[src/rtl/ecg_grp_decoder.sv]
// rtl/ecg_grp_decoder.sv - serial bitstream parser for one BP-mode entropy coding group
module ecg_grp_decoder #(
    parameter int SAMPLE_W = 16,
    parameter int MAX_BITS = 15
) (
    input  logic                  Clk,
    input  logic                  Reset,
    input  logic                  Data_Active,
    input  logic                  Bit_In,
    input  logic                  Bit_Valid,
    output logic                  Bit_Ready,
    output logic [4*SAMPLE_W-1:0] Samples_Out,
    output logic [3:0]            Bits_req_Out,
    output logic                  Group_Skip_Out,
    output logic                  Group_Valid,
    input  logic                  Group_Ready,
    output logic                  Proto_Err
);

    localparam int CNT_W = $clog2(4*MAX_BITS+1);

    typedef enum logic [1:0] {FLAG, PREFIX, SUFFIX, OUT} state_t;

    state_t            state, state_nxt;
    logic              ready_en;
    logic              skip_used;
    logic              xfer;
    logic [3:0]        count;
    logic [3:0]        pfx_count;
    logic [3:0]        pfx_next;
    logic              pfx_done;
    logic [CNT_W-1:0]  bit_cnt;
    logic [CNT_W-1:0]  total;
    logic              suffix_last;
    logic [3:0]        samp_bit;
    logic [1:0]        samp_idx;
    logic [SAMPLE_W-1:0] cur_samp;
    logic [SAMPLE_W-1:0] new_samp;

    always_ff @(posedge Clk) begin
        if (Reset) begin
            state <= FLAG;
        end else begin
            state <= state_nxt;
        end
    end

    always_comb begin
        state_nxt   = state;
        Bit_Ready   = ready_en && (state != OUT);
        Group_Valid = (state == OUT);
        xfer        = Bit_Valid && Bit_Ready;
        // In FLAG without skip coding the bit is the first prefix bit, so the count starts at zero
        pfx_count   = (state == FLAG) ? 4'd0 : count;
        pfx_next    = pfx_count + {3'b000, Bit_In};
        pfx_done    = !Bit_In || (pfx_next == 4'(MAX_BITS));
        total       = CNT_W'({Bits_req_Out, 2'b00});
        suffix_last = (bit_cnt == total - CNT_W'(1));
        cur_samp    = '0;
        for (int i = 0; i < 4; i++) begin
            if (samp_idx == 2'(i)) begin
                cur_samp = Samples_Out[i*SAMPLE_W +: SAMPLE_W];
            end
        end
        // First bit of a sample fills every bit, so the shifted result is already sign-extended
        new_samp = (samp_bit == 4'd0) ? {SAMPLE_W{Bit_In}} : {cur_samp[SAMPLE_W-2:0], Bit_In};

        case (state)
            FLAG: begin
                if (xfer) begin
                    if (Data_Active) begin
                        state_nxt = Bit_In ? OUT : PREFIX;
                    end else if (pfx_done) begin
                        state_nxt = (pfx_next == 4'd0) ? OUT : SUFFIX;
                    end else begin
                        state_nxt = PREFIX;
                    end
                end
            end
            PREFIX: begin
                if (xfer && pfx_done) begin
                    state_nxt = (pfx_next == 4'd0) ? OUT : SUFFIX;
                end
            end
            SUFFIX: begin
                if (xfer && suffix_last) begin
                    state_nxt = OUT;
                end
            end
            OUT: begin
                if (Group_Ready) begin
                    state_nxt = FLAG;
                end
            end
            default: state_nxt = FLAG;
        endcase
    end

    always_ff @(posedge Clk) begin
        if (Reset) begin
            ready_en       <= 1'b0;
            skip_used      <= 1'b0;
            count          <= '0;
            bit_cnt        <= '0;
            samp_bit       <= '0;
            samp_idx       <= '0;
            Samples_Out    <= '0;
            Bits_req_Out   <= '0;
            Group_Skip_Out <= 1'b0;
            Proto_Err      <= 1'b0;
        end else begin
            ready_en  <= 1'b1;
            Proto_Err <= 1'b0;
            if (xfer) begin
                case (state)
                    FLAG: begin
                        skip_used      <= Data_Active;
                        Samples_Out    <= '0;
                        Bits_req_Out   <= '0;
                        Group_Skip_Out <= Data_Active && Bit_In;
                        count          <= '0;
                        bit_cnt        <= '0;
                        samp_bit       <= '0;
                        samp_idx       <= '0;
                        if (!Data_Active) begin
                            count <= pfx_next;
                            if (pfx_done) begin
                                Bits_req_Out <= pfx_next;
                            end
                        end
                    end
                    PREFIX: begin
                        count <= pfx_next;
                        if (pfx_done) begin
                            Bits_req_Out <= pfx_next;
                            if ((pfx_next == 4'd0) && skip_used) begin
                                Proto_Err <= 1'b1;
                            end
                        end
                    end
                    SUFFIX: begin
                        bit_cnt <= bit_cnt + CNT_W'(1);
                        for (int i = 0; i < 4; i++) begin
                            if (samp_idx == 2'(i)) begin
                                Samples_Out[i*SAMPLE_W +: SAMPLE_W] <= new_samp;
                            end
                        end
                        if (samp_bit == Bits_req_Out - 4'd1) begin
                            samp_bit <= '0;
                            samp_idx <= samp_idx + 2'd1;
                        end else begin
                            samp_bit <= samp_bit + 4'd1;
                        end
                    end
                    default: ;
                endcase
            end
        end
    end

endmodule

[config.mk]
export PLATFORM = sky130hd
export DESIGN_NAME = ecg_grp_decoder
export DESIGN_NICKNAME = d
export VERILOG_FILES = /design/src/rtl/ecg_grp_decoder.sv
export SDC_FILE = /design/constraint.sdc
export NUM_CORES = 1
export LEC_CHECK = 0
export BUFFER_PORTS_ARGS = -buffer_cell sky130_fd_sc_hd__buf_2
export CAP_MARGIN = 5
export CORE_UTILIZATION = 55
export CTS_CLUSTER_DIAMETER = 80
export CTS_CLUSTER_SIZE = 28
export DETAILED_ROUTE_END_ITERATION = 10
export PLACE_DENSITY = 0.75
export SETUP_SLACK_MARGIN = 0.3
export SLEW_MARGIN = 5
export SYNTH_ARGS = -nofsm -noshare
export SYNTH_HDL_FRONTEND = slang
export SYNTH_SLANG_ARGS = --single-unit
[constraint.sdc]
create_clock -name Clk -period 2.7 [get_ports Clk]
set_input_delay 0.135 -clock Clk [delete_from_list [all_inputs] [get_ports Clk]]
set_output_delay 0.135 -clock Clk [all_outputs]
set_load 0.01 [all_outputs]
; After elaboration in Yosys (flattened, before gate mapping)
; Index checks and enable logic that the tools add are counted.
[word_totals]
wordCells = 100
output_inout_bits = 72
input_bits = 6
reg_bits = 90
[op_classes]
bitwise = 3
n_eq_ne = 20
muxes = 32
reduce_logical = 25
n_addsub = 6
[op_table]
columns = operator, count
row1 = $pmux 64 s2, 1
row2 = $mux 16, 5
row3 = $mux 15, 3
row4 = $mux 4, 6
row5 = $pmux 4 s2, 3
row6 = $ne 2x2->1 const B, 10
row7 = $reduce_and 3->1, 6
row8 = $mux 2, 8
row9 = $pmux 6 s2, 1
row10 = $eq 2x2->1 const B, 4
row11 = $logic_not 4->1, 2
row12 = $pmux 2 s4, 1
row13 = $add 6x1->6 const B, 1
row14 = $eq 6x6->1, 1
row15 = $logic_and 1x1->1, 6
row16 = $reduce_and 2->1, 3
row17 = $sub 6x1->6 const B, 1
row18 = $add 4x1->4, 1
row19 = $add 4x1->4 const B, 1
row20 = $eq 2x1->1 const B, 2
row21 = $eq 4x4->1, 1
row22 = $eq 4x4->1 const B, 1
row23 = $logic_not 2->1, 2
row24 = $pmux 2 s2, 1
row25 = 10 further kinds, 15

; Logic depth before layout (Yosys ltp)
; Gate-level depths: netlist of the first run.
[logic_depth]
ltp_word = 9
depth_mapped = 11
ltp_nobuf = 10

; Worst setup path before layout of the first run
; No wires, ideal clock.
[synth_path]
kind = reg2reg
from = register state[0]
to = register state[0]
required_ps = 2630
n_path_buf = 1
slack_ps = 277
t_arrival_ps = 2353
stages_incl_launch_ff = 12
setup_time_ps = 70
synth_period_minus_slack_ps = 2423
cell_sequence = dfxtp_1 inv_1 ha_1 buf_2 nor2b_1 ha_1 ha_1 or3_1 a31oi_1 a41oi_1 a41o_1 a21oi_1
[synth_via]
elab_chain_cells = 9
word_cells_on_any_way = 25
classes_between = add/sub (1) / eq/ne (9) / mux (7) / reduce/logical (8)
[synth_rtl]
columns = item, line_no
row1 = start: declaration, 24  ; state_t state, state_nxt;
row2 = start signal: assignment, 44  ; state <= state_nxt;
row3 = $logic_not 2->1, "54, 68"
row4 = $mux 4, 54  ; pfx_count = (state == FLAG) ? 4'd0 : count;
row5 = $add 4x1->4, 55  ; pfx_next = pfx_count + {3'b000, Bit_In};
row6 = $logic_not 4->1 / $eq 4x4->1 (equally long branches), "74, 82, 56"
row7 = $mux 1 / $logic_or 1x1->1 (equally long branches), "74, 82, 56"
row8 = $mux 2, 73  ; end else if (pfx_done) begin
row9 = $mux 2, 71  ; if (Data_Active) begin
row10 = $mux 2, 70  ; if (xfer) begin
row11 = $pmux 2 s4, 68  ; case (state)
; Parallel ways exist; a longest one is shown, timed or not. The select of a mux whose other input is x is not followed.
; A chain may end at the register's enable or synchronous reset.

; Final worst setup path of the first run
; Ends and elaborated chain as after synthesis.

==> results of run 1 <==
timing repair:
item                                    CTS  global route
endpoints found under the setup margin    0             6
resized for setup                         0             7
hold endpoints to repair                  0             0
setup buffers                             0             0
per-layer routing:
metal / GRT usage [%] / vias up
met3: 5.19 / 18
li1: - / 1815
met1: 35.1 / 1800
met2: 42.7 / 153
met4: 7.54 / 0
met5: 0 / -
flip-flops by register name, indices dropped and copies added (netlist names), 2 cells and up:
| register | count |
|---|---|
| samp_bit | 4 |
| Samples_Out | 64 |
| bit_cnt | 6 |
| count | 4 |
| samp_idx | 2 |
| Bits_req_Out | 4 |
| state | 2 |
synth_stat cells, types with 2 or more instances:
library cell   instances
a21oi_1                8
buf_2                  9
xnor2_1               10
buf_6                  7
mux2_2                16
o21ai_0                5
nand4_1                5
clkbuf_8               3
mux2i_1               18
o211ai_1              15
nor3_1                 2
o31ai_1                3
dlygate4sd1_1          2
nor2b_1                6
and3_1                 3
a22o_1                 4
clkbuf_1               6
dfxtp_1               90
inv_1                 14
ha_1                  14
nand2_1               29
a22oi_1               62
xor2_1                 8
buf_1                  2
nand3_1                7
nor2_1                83
a41o_1                 2
a22oi_2                5
nor2_4                 4
a21o_1                 3
final cells by class:
cell class / count / area [um2] / area share (%)
flip-flops and latches: 90 / 1800 / 36.0
multi-input cells: 333 / 2350 / 47.1
repair buffers: 90 / 487 / 9.73
well taps: 102 / 128 / 2.55
inverters: 14 / 52.6 / 1.05
clock inverters: 6 / 51.3 / 1.03
clock buffers: 10 / 128 / 2.55
cell families after synthesis:
kind of cell | count (synthesis)
flip-flops | 90
XOR/XNOR | 20
adder cells (fa/ha/maj) | 14
buffers and inverters | 45
AO/OA/AOI/OAI | 118
AND/OR/NAND/NOR | 147
multiplexers | 34
metrics by stage:
step	hold WS [ns]	instance area, um2	setup WS, ns
6_report	0.0499	5000	0.346
3_3_place_gp	0.417	4780	0.497
2_1_floorplan	0.251	4400	0.328
5_1_grt	0.0373	5000	0.285
4_1_cts	0.0370	4960	0.362
3_5_place_dp	0.420	4780	0.384
worst paths after layout:
kind	to	slack, ns	cells past startpoint
max	state[0]	0.35	10
min	ready_en	0.05	2
max reg2reg	state[0]	0.35	10
min reg2reg	Proto_Err	0.46	2
power by group through the flow:
stage | Sequential, mW | Combinational, mW | Clock (mW)
floorplan | 1.50 | 0.694 | 0
global placement | 1.49 | 0.909 | 0
detailed placement | 1.49 | 0.931 | 0
CTS | 1.46 | 0.937 | 0.856
global route | 1.47 | 1.05 | 0.920
finish | 1.46 | 0.975 | 0.846
==> flow_summary.yaml, run 1 <==
sta:
  finalHoldViolations: 0
  slew_viol_final: 0
  fin_crit_ns: 2.35
  finalSetupTns_ns: 0
  finClkSkew_ns: 0.0118
  relSlewSlack_pct: 46.9
  setup_viol: 0
  rsz0062_at_grt: "no"
  min_period_over_period_pct: 87.2
  fmax_ghz: 0.425
  max_slew.worst_pin.slew_ns: 0.797
worst_hold_path:
  hp-class: "input port to register"
  worst_hold_startpoint: "Reset"
setup_path:
  path_cells: "inv_1 > ha_2 > nor2b_1 > ha_1 > ha_4 > or3_1 > a31oi_1 > a41oi_1 > a41o_1 > a21oi_1"
  crit_family: "adder cells"
  required_ns: 2.99
  critical_path.max_stage_delay_ns: 0.38
  worstSetupEndpointType: "register"
  path_class: "register to register"
  cp-startpoint: "state[0]"
  worstPathMaxFanout: 5
  cp_slowest_cell: "dfxtp_1"
  r2r_start: "state[0]"
  critical_path_buf_inv_count: 1
  start_kind: "register"
  cp.arrival_ns: 2.64
clock_tree:
  cts_buffer_depth: 2
  cts_hold_buf: 0
  cts_tree: "built"
  clockRootBuffer: "clkbuf_8"
  cts_buffers: 9
  clk_pin_slew_worst_paths_ns: 0.09
  numClockSinks: 90
  clk_latency_ns: 0.36
  htree_levels: 3
synthesis:
  synth_xor_area_share_pct: 4.49
  ys_seq_area_share_pct: 41.0
  avgSynthCellArea_um2: 9.40
  synth_top_area_cell: "dfxtp_1"
  async_reset_ff_share_pct: 0
  synth_compound_area_share_pct: 20.7
  synth-seq-cells: 90
  yosys.area_share.simple_pct: 15.2
  synth_top_cell_area_share_pct: 41.0
  syn_nets: 488
  synth_top_family_by_area: "compound AO/OA/AOI/OAI gates"
  synth_top_flop_cell: "dfxtp_1"
  syn_area_mm2: 0.00440
  synth_edf_count: 0
  synthAdderAreaFrac_pct: 3.98
  yosysWarnings: 0
  synth_top_cells_by_area: "dfxtp_1 (41%), a22oi_1 (11%), nor2_1 (7.1%)"
  muxShareOfSynthArea_pct: 8.19
  synthesis.instances: 468
  ys_types: 53
drt:
  drc: 0
  via_count: 3786
  wirelength_um: 10700
  highest_layer: "met4"
  first_iter_violations: 349
  wl_met1_um: 4960
  dr.pass1.iters: 5
  wl_per_cell_um: 16.6
  met2_length_um: 4950
  wl_met3_um: 663
  vias_per_cell: 5.87
  antenna_left: 0
cells_and_area:
  drive_above_1_share_pct: 26.7
  syn_to_final_growth_pct: 13.7
  design.final.nets: 558
  final_common_cell: "dfxtp_1"
  final_cell_mix: "dfxtp_1 (90), nor2_1 (83), buf_2 (77), a22oi_1 (62), nand2_1 (29)"
  fill_cells: 652
  diodes: 0
  fin_cells: 645
  post-route-util_pct: 64.7
die:
  core-area_mm2: 0.00773
  num_rows: 32
  io_pins: 78
  chipWidth_um: 91.4
  die_h_um: 91.4
  fp.dieArea_mm2: 0.00836
  initial_core_util_pct: 56.9
grt:
  grt_max_degree: 77
  grt_pass1_wl_um: 17400
  grt_overflow: 0
  grt_pass1_vias: 3479
  antenna_found_initial: 0
  grtUsageTotal_pct: 26.2
run:
  drv_cap: 0
power_and_ir_drop:
  powerDensity_mw_per_mm2: 657
  clkPwrFrac_pct: 25.8
  p_total_mw: 3.28
  switching_share_pct: 36.6
  power.share.sequential_pct: 44.6
  p_int_mw: 2.08
  vdd_drop_max_mv: 0.375
  p_leak_nw: 2.02
  switchingPower_mw: 1.20
  p_comb_share_pct: 29.7
status:
  status: "finished clean"
placement:
  gp_congestion: 0.914
  placed_cells: 629
  hpwl_um: 7390
  port_buffers: 77
(Power assumes the default switching activity.)
==> run 2: changes to the inputs <==
--- a/config.mk
+++ b/config.mk
@@ -8,10 +8,12 @@
 export BUFFER_PORTS_ARGS = -buffer_cell sky130_fd_sc_hd__buf_2
 export CAP_MARGIN = 5
 export CORE_UTILIZATION = 55
+export CTS_BUF_LIST = sky130_fd_sc_hd__clkbuf_2 sky130_fd_sc_hd__clkbuf_4 sky130_fd_sc_hd__clkbuf_8
 export CTS_CLUSTER_DIAMETER = 80
 export CTS_CLUSTER_SIZE = 28
 export DETAILED_ROUTE_END_ITERATION = 10
 export PLACE_DENSITY = 0.75
+export REMOVE_ABC_BUFFERS = 1
 export SETUP_SLACK_MARGIN = 0.3
 export SLEW_MARGIN = 5
 export SYNTH_ARGS = -nofsm -noshare
==> run 2 against run 1 <==
Against the previous run:
- core utilization rose by 0.15 points
- clock-buffer cell count is 1 lower
- setup slack improved by 0.0066 ns
- final area grew 0.23%
- critical path type unchanged
- global-route usage increased by 0.71 points
- fmax rose by 0.28%
- clock skew fell by 0.0010 ns
- first-iteration DRC count fell by 30%
- combinational power about the same
- flip-flop and latch count unchanged
- worst hold slack gained 0.016 ns
- critical path depth did not move
==> flow_summary.yaml, run 2 (same netlist as run 1, synthesis figures left out) <==
setup_path:
  path_class: "register to register"
  crit_family: "compound AO/OA/AOI/OAI gates"
  path_cells: "inv_1 > ha_1 > buf_6 > nor2b_2 > ha_4 > or3_1 > a31oi_1 > a41oi_1 > a41o_1 > a21oi_1"
  critical_path_buf_inv_count: 2
  cp_slowest_cell: "or3_1"
  required_ns: 2.98
  cp.arrival_ns: 2.63
  r2r_cells: 10
  worstSetupEndpointType: "register"
  critical_path.max_stage_delay_ns: 0.36
  start_kind: "register"
  path_depth: 10
  worstPathMaxFanout: 15
cells_and_area:
  top_regs: "Samples_Out: 64 flops, bit_cnt: 6 flops"
  final_cell_mix: "dfxtp_1 (88), nor2_1 (83), buf_2 (77), a22oi_1 (62), nand2_1 (29)"
  diodes: 0
  final_common_cell: "dfxtp_1"
  largest_reg_flops: 64
  syn_to_final_growth_pct: 13.9
  drive_above_1_share_pct: 26.9
  design.final.nets: 558
  regMostFlops: "Samples_Out"
sta:
  setup_viol: 0
  finClkSkew_ns: 0.0108
  slew_viol_final: 0
  max_slew.worst_pin.slew_ns: 0.720
  finalSetupTns_ns: 0
  relSlewSlack_pct: 51.5
  fin_crit_ns: 2.35
  min_period_over_period_pct: 86.9
  finalHoldViolations: 0
  fmax_ghz: 0.426
  rsz0062_at_grt: "no"
drt:
  drc: 0
  wl_per_cell_um: 17.6
  via_count: 3805
  vias_per_cell: 5.90
  wirelength_um: 11300
  antenna_left: 0
  first_iter_violations: 243
  dr.pass1.iters: 5
power_and_ir_drop:
  p_leak_nw: 2.04
  powerDensity_mw_per_mm2: 675
  p_total_mw: 3.38
  vdd_drop_max_mv: 0.377
run:
  drv_cap: 0
die:
  core-area_mm2: 0.00773
  die_h_um: 91.4
  initial_core_util_pct: 56.9
  chipWidth_um: 91.4
  io_pins: 78
  num_rows: 32
  fp.dieArea_mm2: 0.00836
grt:
  grtUsageTotal_pct: 26.9
  grt_pass1_vias: 3646
  antenna_found_initial: 0
  grt_max_degree: 59
  grt_pass1_wl_um: 17800
  grt_overflow: 0
clock_tree:
  cts_buffer_depth: 2
  clk_latency_ns: 0.37
  clk_pin_slew_worst_paths_ns: 0.09
  cts_buffers: 9
  numClockSinks: 90
  clockRootBuffer: "clkbuf_8"
  cts_hold_buf: 0
  cts_tree: "built"
  htree_levels: 3
status:
  status: "finished clean"
worst_hold_path:
  hp-class: "input port to register"
  hold_depth: 3
placement:
  gp_congestion: 0.930
  hpwl_um: 7520
  port_buffers: 77
## run 2: final timing paths
path	startpoint	to	slack (ns)
worst min-delay path	Data_Active	skip_used	0.07
worst min register to register	Group_Skip_Out	Group_Skip_Out	0.47
worst max register to register	state[0]	state[0]	0.35
worst max-delay path	state[0]	state[0]	0.35
## run 2: through the flow
stage	hold slack (ns)	instance area (um2)	setup slack, ns	std cells	util [%]
floorplan	0.204	4170	0.293	437	-
finish	0.0663	5010	0.353	645	64.9
CTS	0.0718	4980	0.331	645	64.4
global route	0.0875	5010	0.274	645	64.9
detailed placement	0.457	4780	0.361	629	61.8
global placement	0.432	4780	0.466	629	61.8
## run 2: timing repair
action / CTS / global route
endpoints found under the hold margin: 0 / 0
gates resized for setup: 0 / 7
setup buffers: 0 / 0
setup endpoints to repair: 0 / 6
## run 2: cell type report
class / instances / area (um2)
inverter: 14 / 52.6
multi-input combinational: 333 / 2340
sequential: 90 / 1800
fill: 646 / 2720
tap: 102 / 128
clock inverter: 7 / 76.3
timing repair buffer: 90 / 487
clock buffer: 9 / 124
## run 2: where the power goes
part           switching, mW  internal, mW
combinational          0.641         0.332
sequential            0.0611          1.40
clock                  0.512         0.434
## run 2: worst register-to-register path, delay by kind of cell, from the launching register on
kind | cells | cell delay (ns)
buf+inv | 2 | 0.23
compound gates | 4 | 0.66
simple gates | 2 | 0.55
flops | 1 | 0.35
fa+ha+maj | 2 | 0.48
## run 2: layer usage
metal | GRT usage (%) | vias up | part of all wire [%]
met5 | 0 | - | 0
met4 | 10.7 | 0 | 1.3
met3 | 6.28 | 16 | 7.0
met2 | 45.7 | 132 | 50
met1 | 32.7 | 1853 | 42
li1 | - | 1804 | -
